[src/rtl/uart_rx_fifo.sv]
`default_nettype none
// ============================================================================
//  Module   : uart_rx_fifo
//  Brief    : Parametrised UART receiver (data bits, parity, stop bits) with
//             RX synchroniser, sticky error flags and a FWFT receive FIFO.
//  Revision : 1.0 - initial release
// ============================================================================
module uart_rx_fifo #(
    parameter int CLK_DIV    = 2604,
    parameter int DATA_BITS  = 8,
    parameter int PARITY     = 0,
    parameter int STOP_BITS  = 1,
    parameter int FIFO_DEPTH = 4
) (
    input  logic                 clk,
    input  logic                 rst_n,
    input  logic                 RX,
    input  logic                 rd_en,
    input  logic                 err_clr,
    output logic [DATA_BITS-1:0] rx_data,
    output logic                 rx_rdy,
    output logic                 fifo_full,
    output logic                 parity_err,
    output logic                 frame_err,
    output logic                 overrun
);

    localparam int c_CW = $clog2(CLK_DIV);
    localparam int c_BW = $clog2(DATA_BITS + 1);
    localparam int c_AW = $clog2(FIFO_DEPTH);
    localparam logic [c_CW-1:0] c_HALF      = c_CW'(CLK_DIV / 2 - 1);
    localparam logic [c_CW-1:0] c_FULL      = c_CW'(CLK_DIV - 1);
    localparam logic [c_BW-1:0] c_LAST_DATA = c_BW'(DATA_BITS - 1);
    localparam logic [c_BW-1:0] c_LAST_STOP = c_BW'(STOP_BITS - 1);
    localparam logic            c_ODD       = (PARITY == 1);
    localparam logic            c_HAS_PAR   = (PARITY != 0);

    typedef enum logic [2:0] {
        S_IDLE   = 3'd0,
        S_START  = 3'd1,
        S_DATA   = 3'd2,
        S_PARITY = 3'd3,
        S_STOP   = 3'd4
    } state_t;

    state_t                r_state, w_state_nxt;
    logic                  r_rx_meta, r_rx_s, r_rx_prev;
    logic [c_CW-1:0]       r_baud_cnt;
    logic [c_BW-1:0]       r_bit_cnt;
    logic [DATA_BITS-1:0]  r_shift;
    logic                  r_par_bad, r_frame_bad;
    logic [DATA_BITS-1:0]  r_mem [FIFO_DEPTH];
    logic [c_AW:0]         r_wr_ptr, r_rd_ptr;
    logic                  r_parity_err, r_frame_err, r_overrun;

    logic w_fall, w_sample, w_commit, w_stop_bad;
    logic w_empty, w_full, w_pop, w_good, w_push;

    // Sync flops preset high so reset never looks like a start edge
    always_ff @(posedge clk or negedge rst_n) begin
        if (!rst_n) begin
            r_rx_meta <= 1'b1;
            r_rx_s    <= 1'b1;
            r_rx_prev <= 1'b1;
        end else begin
            r_rx_meta <= RX;
            r_rx_s    <= r_rx_meta;
            r_rx_prev <= r_rx_s;
        end
    end

    assign w_fall     = ~r_rx_s & r_rx_prev;
    assign w_sample   = (r_state != S_IDLE) && (r_baud_cnt == '0);
    assign w_stop_bad = r_frame_bad | ~r_rx_s;

    always_ff @(posedge clk or negedge rst_n) begin
        if (!rst_n) r_state <= S_IDLE;
        else        r_state <= w_state_nxt;
    end

    always_comb begin
        w_state_nxt = r_state;
        w_commit    = 1'b0;
        case (r_state)
            S_IDLE:   if (w_fall) w_state_nxt = S_START;
            S_START:  if (w_sample) w_state_nxt = r_rx_s ? S_IDLE : S_DATA;
            S_DATA:   if (w_sample && (r_bit_cnt == c_LAST_DATA))
                          w_state_nxt = c_HAS_PAR ? S_PARITY : S_STOP;
            S_PARITY: if (w_sample) w_state_nxt = S_STOP;
            S_STOP:   if (w_sample && (r_bit_cnt == c_LAST_STOP)) begin
                          w_state_nxt = S_IDLE;
                          w_commit    = 1'b1;
                      end
            default:  w_state_nxt = S_IDLE;
        endcase
    end

    always_ff @(posedge clk or negedge rst_n) begin
        if (!rst_n) begin
            r_baud_cnt  <= '0;
            r_bit_cnt   <= '0;
            r_shift     <= '0;
            r_par_bad   <= 1'b0;
            r_frame_bad <= 1'b0;
        end else begin
            if (r_state == S_IDLE) begin
                if (w_fall) r_baud_cnt <= c_HALF;
            end else if (w_sample) begin
                r_baud_cnt <= c_FULL;
            end else begin
                r_baud_cnt <= r_baud_cnt - 1'b1;
            end

            if (r_state != w_state_nxt) r_bit_cnt <= '0;
            else if (w_sample)          r_bit_cnt <= r_bit_cnt + 1'b1;

            if (r_state == S_START) begin
                r_par_bad   <= 1'b0;
                r_frame_bad <= 1'b0;
            end

            if (w_sample) begin
                case (r_state)
                    S_DATA:   r_shift   <= {r_rx_s, r_shift[DATA_BITS-1:1]};
                    S_PARITY: r_par_bad <= (^r_shift) ^ r_rx_s ^ c_ODD;
                    S_STOP:   if (!r_rx_s) r_frame_bad <= 1'b1;
                    default:  ;
                endcase
            end
        end
    end

    // A pop in the commit cycle frees the slot, so a full FIFO can still accept
    assign w_empty = (r_wr_ptr == r_rd_ptr);
    assign w_full  = (r_wr_ptr[c_AW] != r_rd_ptr[c_AW]) &&
                     (r_wr_ptr[c_AW-1:0] == r_rd_ptr[c_AW-1:0]);
    assign w_pop   = rd_en & ~w_empty;
    assign w_good  = w_commit & ~w_stop_bad;
    assign w_push  = w_good & (~w_full | w_pop);

    always_ff @(posedge clk or negedge rst_n) begin
        if (!rst_n) begin
            for (int i = 0; i < FIFO_DEPTH; i++) r_mem[i] <= '0;
            r_wr_ptr <= '0;
            r_rd_ptr <= '0;
        end else begin
            if (w_push) begin
                r_mem[r_wr_ptr[c_AW-1:0]] <= r_shift;
                r_wr_ptr <= r_wr_ptr + 1'b1;
            end
            if (w_pop) r_rd_ptr <= r_rd_ptr + 1'b1;
        end
    end

    // New error in the same cycle as err_clr keeps the flag set
    always_ff @(posedge clk or negedge rst_n) begin
        if (!rst_n) begin
            r_parity_err <= 1'b0;
            r_frame_err  <= 1'b0;
            r_overrun    <= 1'b0;
        end else begin
            r_parity_err <= (w_push & r_par_bad) | (r_parity_err & ~err_clr);
            r_frame_err  <= (w_commit & w_stop_bad) | (r_frame_err & ~err_clr);
            r_overrun    <= (w_good & w_full & ~w_pop) | (r_overrun & ~err_clr);
        end
    end

    assign rx_data    = r_mem[r_rd_ptr[c_AW-1:0]];
    assign rx_rdy     = ~w_empty;
    assign fifo_full  = w_full;
    assign parity_err = r_parity_err;
    assign frame_err  = r_frame_err;
    assign overrun    = r_overrun;

endmodule
`default_nettype wire
[config.mk]
export PLATFORM = sky130hd
export DESIGN_NAME = uart_rx_fifo
export DESIGN_NICKNAME = d
export VERILOG_FILES = /design/src/rtl/uart_rx_fifo.sv
export SDC_FILE = /design/constraint.sdc
export NUM_CORES = 1
export LEC_CHECK = 0
export ABC_AREA = 1
export CAP_MARGIN = 20
export CORE_UTILIZATION = 46
export DETAILED_ROUTE_END_ITERATION = 8
export HOLD_SLACK_MARGIN = 0.05
export PLACE_DENSITY = 0.65
export RECOVER_POWER = 25
export SLEW_MARGIN = 5
export SYNTH_ARGS = -nofsm -noshare
export SYNTH_HDL_FRONTEND = slang
export SYNTH_SLANG_ARGS = --single-unit
[constraint.sdc]
create_clock -name clk -period 1.8 [get_ports clk]
set_input_delay 0.36 -clock clk [delete_from_list [all_inputs] [get_ports clk]]
set_output_delay 0.36 -clock clk [all_outputs]
set_load 0.01 [all_outputs]
==> After elaboration in Yosys (flattened, before gate mapping) <==
Index checks and enable logic that the tools add are counted.
W data, S select, Z words.
{ "word_totals": {"regBits": 73, "word_cells": 99} }
{ "classes": {"addsub": 4, "n_lt_le_gt_ge": 3, "eq_ne": 10, "muxes": 27, "bitwise_logic": 25, "reduce_logical": 12} }
{ "ops": {"columns": ["op", "count"], "rows": [
  ["$mux W12", 3],
  ["$bwmux W32", 1],
  ["$mux W8", 3],
  ["$bmux W8 S2", 1],
  ["$demux W8 S2", 1],
  ["$mux W3", 5],
  ["$pmux W3 S5", 1],
  ["$logic_not A12 Y1", 1],
  ["$sub A12 B1 Y12 const B", 1],
  ["$and A1 B1 Y1", 11],
  ["$mux W1", 9],
  ["$mux W4", 2],
  ["$reduce_xor A8 Y1", 1],
  ["$add A3 B1 Y3 const B", 2],
  ["$eq A3 B2 Y1 const B", 2],
  ["$ge A3 B3 Y1 const B", 2],
  ["$not A1 Y1", 6],
  ["$not A2 Y3", 2],
  ["$logic_and A1 B1 Y1", 5],
  ["$or A1 B1 Y1", 5],
  ["$add A4 B1 Y4 const B", 1],
  ["$eq A4 B3 Y1 const B", 1],
  ["$logic_not A4 Y1", 1],
  ["$eq A3 B1 Y1 const B", 1],
  ["other kinds (13)", 13]
]} }

==> Longest topological paths before layout <==
{ "logic_depth": {"depth_word": 9, "ltp_mapped": 13} }

==> Worst setup path after synthesis <==
OpenSTA, ideal clock, no wires.
{ "synth_timing": {"kind": "reg2reg", "startpoint": "register r_baud_cnt[0]", "endpoint": "register r_mem[5] (netlist name)", "setup_time_ns": 0.121, "arrival_time_ns": 1.769, "t_required_ns": 1.679, "path_slack_ns": -0.090, "path_stages_with_launch": 13, "synth_period_minus_slack_ns": 1.890, "path_cell_list": "dfrtp_1 > inv_1 > ha_1 > nand2_1 > nor2_4 > nand3_4 > nor2_8 > nand3_4 > nor2_8 > nand3_4 > buf_6 > nand2_2 > o21ai_2"} }
{ "synth_via": {"elab_chain_cells": 7} }
{ "synth_lines": {"columns": ["item", "line_no", "source"], "rows": [
  ["from (decl)", "48", "logic [c_CW-1:0] r_baud_cnt;"],
  ["from (signal assigned)", "107", "if (w_fall) r_baud_cnt <= c_HALF;"],
  ["from (signal assigned)", "109", "r_baud_cnt <= c_FULL;"],
  ["from (signal assigned)", "111", "r_baud_cnt <= r_baud_cnt - 1'b1;"],
  ["$logic_not A12 Y1", "73", "assign w_sample = (r_state != S_IDLE) && (r_baud_cnt == '0);"],
  ["$logic_and A1 B1 Y1", "73", null],
  ["$logic_and A1 B1 Y1", "90", "S_STOP: if (w_sample && (r_bit_cnt == c_LAST_STOP)) begin"],
  ["$mux W1", "90", null],
  ["$mux W1", "84", "case (r_state)"],
  ["$and A1 B1 Y1", "138", "assign w_good = w_commit & ~w_stop_bad;"],
  ["$and A1 B1 Y1", "139", "assign w_push = w_good & (~w_full | w_pop);"],
  ["to (signal, indexed assignment)", "148", "r_mem[r_wr_ptr[c_AW-1:0]] <= r_shift;"],
  ["to (decl)", "52", "logic [DATA_BITS-1:0] r_mem [FIFO_DEPTH];"]
]} }
Every way passes these cells.
A chain may end at the register's enable or synchronous reset.

==> Final worst setup path <==
{ "layout_timing": {"startpoint": "register r_rd_ptr[0]", "endpoint": "output rx_rdy"} }
{ "layout_via": {"elab_chain_cells": 2} }
{ "layout_lines": {"columns": ["item", "line_no", "source"], "rows": [
  ["from (decl)", "53", "logic [c_AW:0] r_wr_ptr, r_rd_ptr;"],
  ["from (signal assigned)", "151", "if (w_pop) r_rd_ptr <= r_rd_ptr + 1'b1;"],
  ["$eq A3 B3 Y1", "134", "assign w_empty = (r_wr_ptr == r_rd_ptr);"],
  ["$not A1 Y1", "169", "assign rx_rdy = ~w_empty;"],
  ["to (decl)", "21", "output logic rx_rdy,"]
]} }
Every way passes these cells.

==> impl_metrics.csv <==
group,metric,value,unit
place,detailed_place_hpwl,5640,um
yosys,postSynth.topFlopCell,"sky130_fd_sc_hd__dfrtp_1",
worst_setup_path,worst_r2r_endpoint,"r_mem[25]",
cts,clock_tree.root_cell,"sky130_fd_sc_hd__clkbuf_8",
drt,drt-pass1-iter-count,5,
drt,detail_route.drc_violations,0,
finish,antenna_cells,0,
timing,setup_viol,44,
worst_setup_path,crit_path_max_fanout,9,
job,timing.max_cap.violations,0,
global_routing,grt_start_max_net_pins,31,
worst_setup_path,critical_path_class,"reg -> out",
floorplan,fp.dieH,92.0,um
floorplan,floorplan.die.width,92.0,um
global_routing,grt_first_pass_wirelength,16300,um
global_routing,first_global_vias,3215,
timing,finalHoldViolations,0,
cts,clock_path_buffers,2,
global_routing,grt_busiest_layer,"met2",
place,io_buffer_count,17,
floorplan,floorplan.rows,32,
worst_setup_path,setup.worst_path.end,"rx_rdy",
drt,vias_per_cell,5.42,
yosys,synth_top_area_share,47.0,%
yosys,async_flop_share,100,%
worst_setup_path,timing.critical_path.required,1440,ps
worst_setup_path,cp_data_arrival_time,1550,ps
global_routing,grt_use_total,25.1,%
run_status,failed_checks,"negative setup slack",
drt,drt-total-wl,9960,um
yosys,synth_commonest_cells,"sky130_fd_sc_hd__nand2_1, sky130_fd_sc_hd__dfrtp_1, sky130_fd_sc_hd__nor2_1",
yosys,synth_nets,422,
timing,tightest_slew,823,ps
worst_setup_path,reg2reg_setup_slack,-110,ps
finish,drive_above_1_share,38.9,%
cts,tritoncts_clock_tree,"yes",
timing,min_period_over_period,106,%
finish,area.growth.synth_to_final,33.5,%
yosys,synth.lib_cells_used.distinct,32,
timing,totalNegativeSetupSlack,-2100,ps
cts,numCtsBuffers,9,
pwr,static-leakage-power,2.22,nW
hold_path,hold_path.class,"reg -> reg",
yosys,synth_top_area_cell,"sky130_fd_sc_hd__dfrtp_1",
drt,drt_iter0_markers,203,
timing,rsz0062_at_grt,"true",
yosys,postSynthRegisterBits,73,
global_routing,grt_overflow_total,0,
pwr,ir_drop,0.000789,V
floorplan,boundaryPins,18,
cts,clock_insertion_delay_at_the_later_pin_of_the_skew_report,360,ps
yosys,yosysMostFrequentCell,"sky130_fd_sc_hd__nand2_1",
global_routing,grtUsageMet3,4.31,%
global_routing,antenna_found_initial,0,
run_status,status,"complete, but fails checks",
finish,fillerInstances,615,
timing,post-route-min-period,1910,ps
yosys,synth.top_cells.by_area,"sky130_fd_sc_hd__dfrtp_1, sky130_fd_sc_hd__nand2_1, sky130_fd_sc_hd__o21ai_0, sky130_fd_sc_hd__nor2_1, sky130_fd_sc_hd__o21ai_2",
yosys,synth.yosys.seq_area_share,49.1,%
timing,final-max-slew-violation-count,0,
global_routing,grt_util_met1,32.8,%
drt,route.detailed.wl_per_inst,16.8,um
yosys,post_synth_inst_count,408,
floorplan,start_util,48.0,%
floorplan,core_area,0.00777,mm2
pwr,power.density_cell_area,1310,mW/mm2
timing,fin_ws,-113,ps
global_routing,global_route.usage.met2,41.1,%
timing,max_clock_freq,523,MHz
timing,worst_clock_skew,17.3,ps
yosys,synth-edff-count,0,
yosys,syn_area_per_cell,9.13,um2
finish,design.final.nets,500,
cts,cts_sinks,73,
drt,detailroute.via_count,3212,
timing,tightest_slew_margin_relative_to_the_limit,45.1,%
worst_setup_path,cp-startpoint,"r_rd_ptr[0]",
worst_setup_path,r2r-start,"r_rd_ptr[0]",
worst_setup_path,worst_setup_path_end_kind,"output port",
drt,antenna_violating_nets_post_route,0,
cts,cts.reportedPaths.clkPinSlew,90,ps
worst_setup_path,r2r.worst_path.cells,11,
yosys,ys.warnings.count,0,
cts,cts_max_level,3,
yosys,mappedNetlistArea,0.00372,mm2
pwr,power,6.54,mW
place,routabilityCongestion,0.870,
worst_setup_path,critical_path.startpoint_type,"flop",
floorplan,floorplan.die_area,0.00846,mm2
==> cell type report <==
| type | instances | area, um2 | area share, % |
|---|---|---|---|
| Timing Repair Buffer | 70 | 603 | 12.1 |
| Timing Repair inverter | 1 | 7.51 | 0.151 |
| Multi-Input combinational cell | 288 | 1980 | 39.8 |
| Clock inverter | 7 | 125 | 2.52 |
| Tap cell | 102 | 128 | 2.57 |
| Sequential cell | 73 | 1830 | 36.8 |
| Clock buffer | 9 | 124 | 2.49 |
| Inverter | 43 | 174 | 3.50 |
==> routing by layer <==
metal	part of all wire [%]	vias up
met5	0	-
met4	1.8	0
met3	4.4	15
met2	51	93
met1	42	1580
li1	-	1524
==> repair_timing <==
action | 4_1_cts | 5_1_grt
buffers inserted | 18 | 0
cloned | 8 | 0
hold buffers | 1 | 0
hold endpoints to repair | 25 | 0
pin swaps | 12 | 14
setup endpoints to repair | 45 | 61
resized for setup | 80 | 60
==> state kept, by name, indices dropped and copies added (netlist names) <==
signal	flops
r_bit_cnt	4
r_frame_bad	1
r_shift	8
r_baud_cnt	12
r_par_bad	1
r_rd_ptr	3
r_rx_s	1
overrun	1
parity_err	1
r_mem	32
r_rx_meta	1
r_wr_ptr	3
frame_err	1
r_state	3
r_rx_prev	1
==> through the flow <==
stage | cells | utilization [%] | hold slack [ps] | setup slack (ps) | instance area [um2]
final | 593 | 64.0 | 362 | -113 | 4970
after global routing | 593 | 64.0 | 367 | -171 | 4970
after CTS | 594 | 62.2 | 358 | -95.9 | 4830
after floorplan | 408 | - | 64.4 | -28.2 | 3750
after global placement | 551 | 54.7 | 319 | -58.2 | 4250
after detailed placement | 551 | 54.7 | 323 | -77.5 | 4250
==> layout by cell type, fill, tap and decap left out, types with 14 or more instances in the layout <==
cell / n
sky130_fd_sc_hd__nand2_1: 50
sky130_fd_sc_hd__nor2_1: 29
sky130_fd_sc_hd__o21ai_2: 29
sky130_fd_sc_hd__buf_6: 16
sky130_fd_sc_hd__inv_1: 30
sky130_fd_sc_hd__o21ai_0: 24
sky130_fd_sc_hd__o21ai_1: 14
sky130_fd_sc_hd__xor2_1: 14
sky130_fd_sc_hd__buf_4: 35
sky130_fd_sc_hd__nand2_2: 27
sky130_fd_sc_hd__dfrtp_1: 69
==> kinds of logic (layout without fill, tap and decap cells) <==
group                    count (synthesis)  in the layout  synth area share [%]
flip-flops                              73             73                  49.1
buffers and inverters                   53            130                  6.21
adder cells (fa/ha/maj)                  9              9                  3.02
AO/OA/AOI/OAI                           93             93                  15.3
XOR/XNOR                                23             23                  5.41
AND/OR/NAND/NOR                        157            163                  21.0
==> worst max-delay path: stages (launching register included) <==
cell and delay [ps]:
sky130_fd_sc_hd__dfrtp_2 480, sky130_fd_sc_hd__buf_6 150, sky130_fd_sc_hd__clkinv_8 70, sky130_fd_sc_hd__nand2_2 60
sky130_fd_sc_hd__nand4_1 130, sky130_fd_sc_hd__nand2b_4 180, sky130_fd_sc_hd__buf_6 130
==> worst min-delay path by stage <==
stage              start  cells after the start     endpoint  slack (ps)
5_1_grt        r_rx_meta                      0       r_rx_s         370
4_1_cts        r_rx_meta                      0       r_rx_s         360
3_3_place_gp       rst_n                      1  r_rd_ptr[2]         320
2_1_floorplan      rst_n                      0    frame_err          60
6_report       r_rx_meta                      0       r_rx_s         360
3_5_place_dp       rst_n                      1  r_rd_ptr[2]         320
==> power breakdown <==
| part | internal (mW) | total (mW) | switching (mW) | leakage, nW |
|---|---|---|---|---|
| Combinational | 1.28 | 2.92 | 1.64 | 1.13 |
| Clock | 0.935 | 1.61 | 0.679 | 0.124 |
| Sequential | 1.84 | 2.00 | 0.165 | 0.967 |
(Power assumes the default switching activity.)
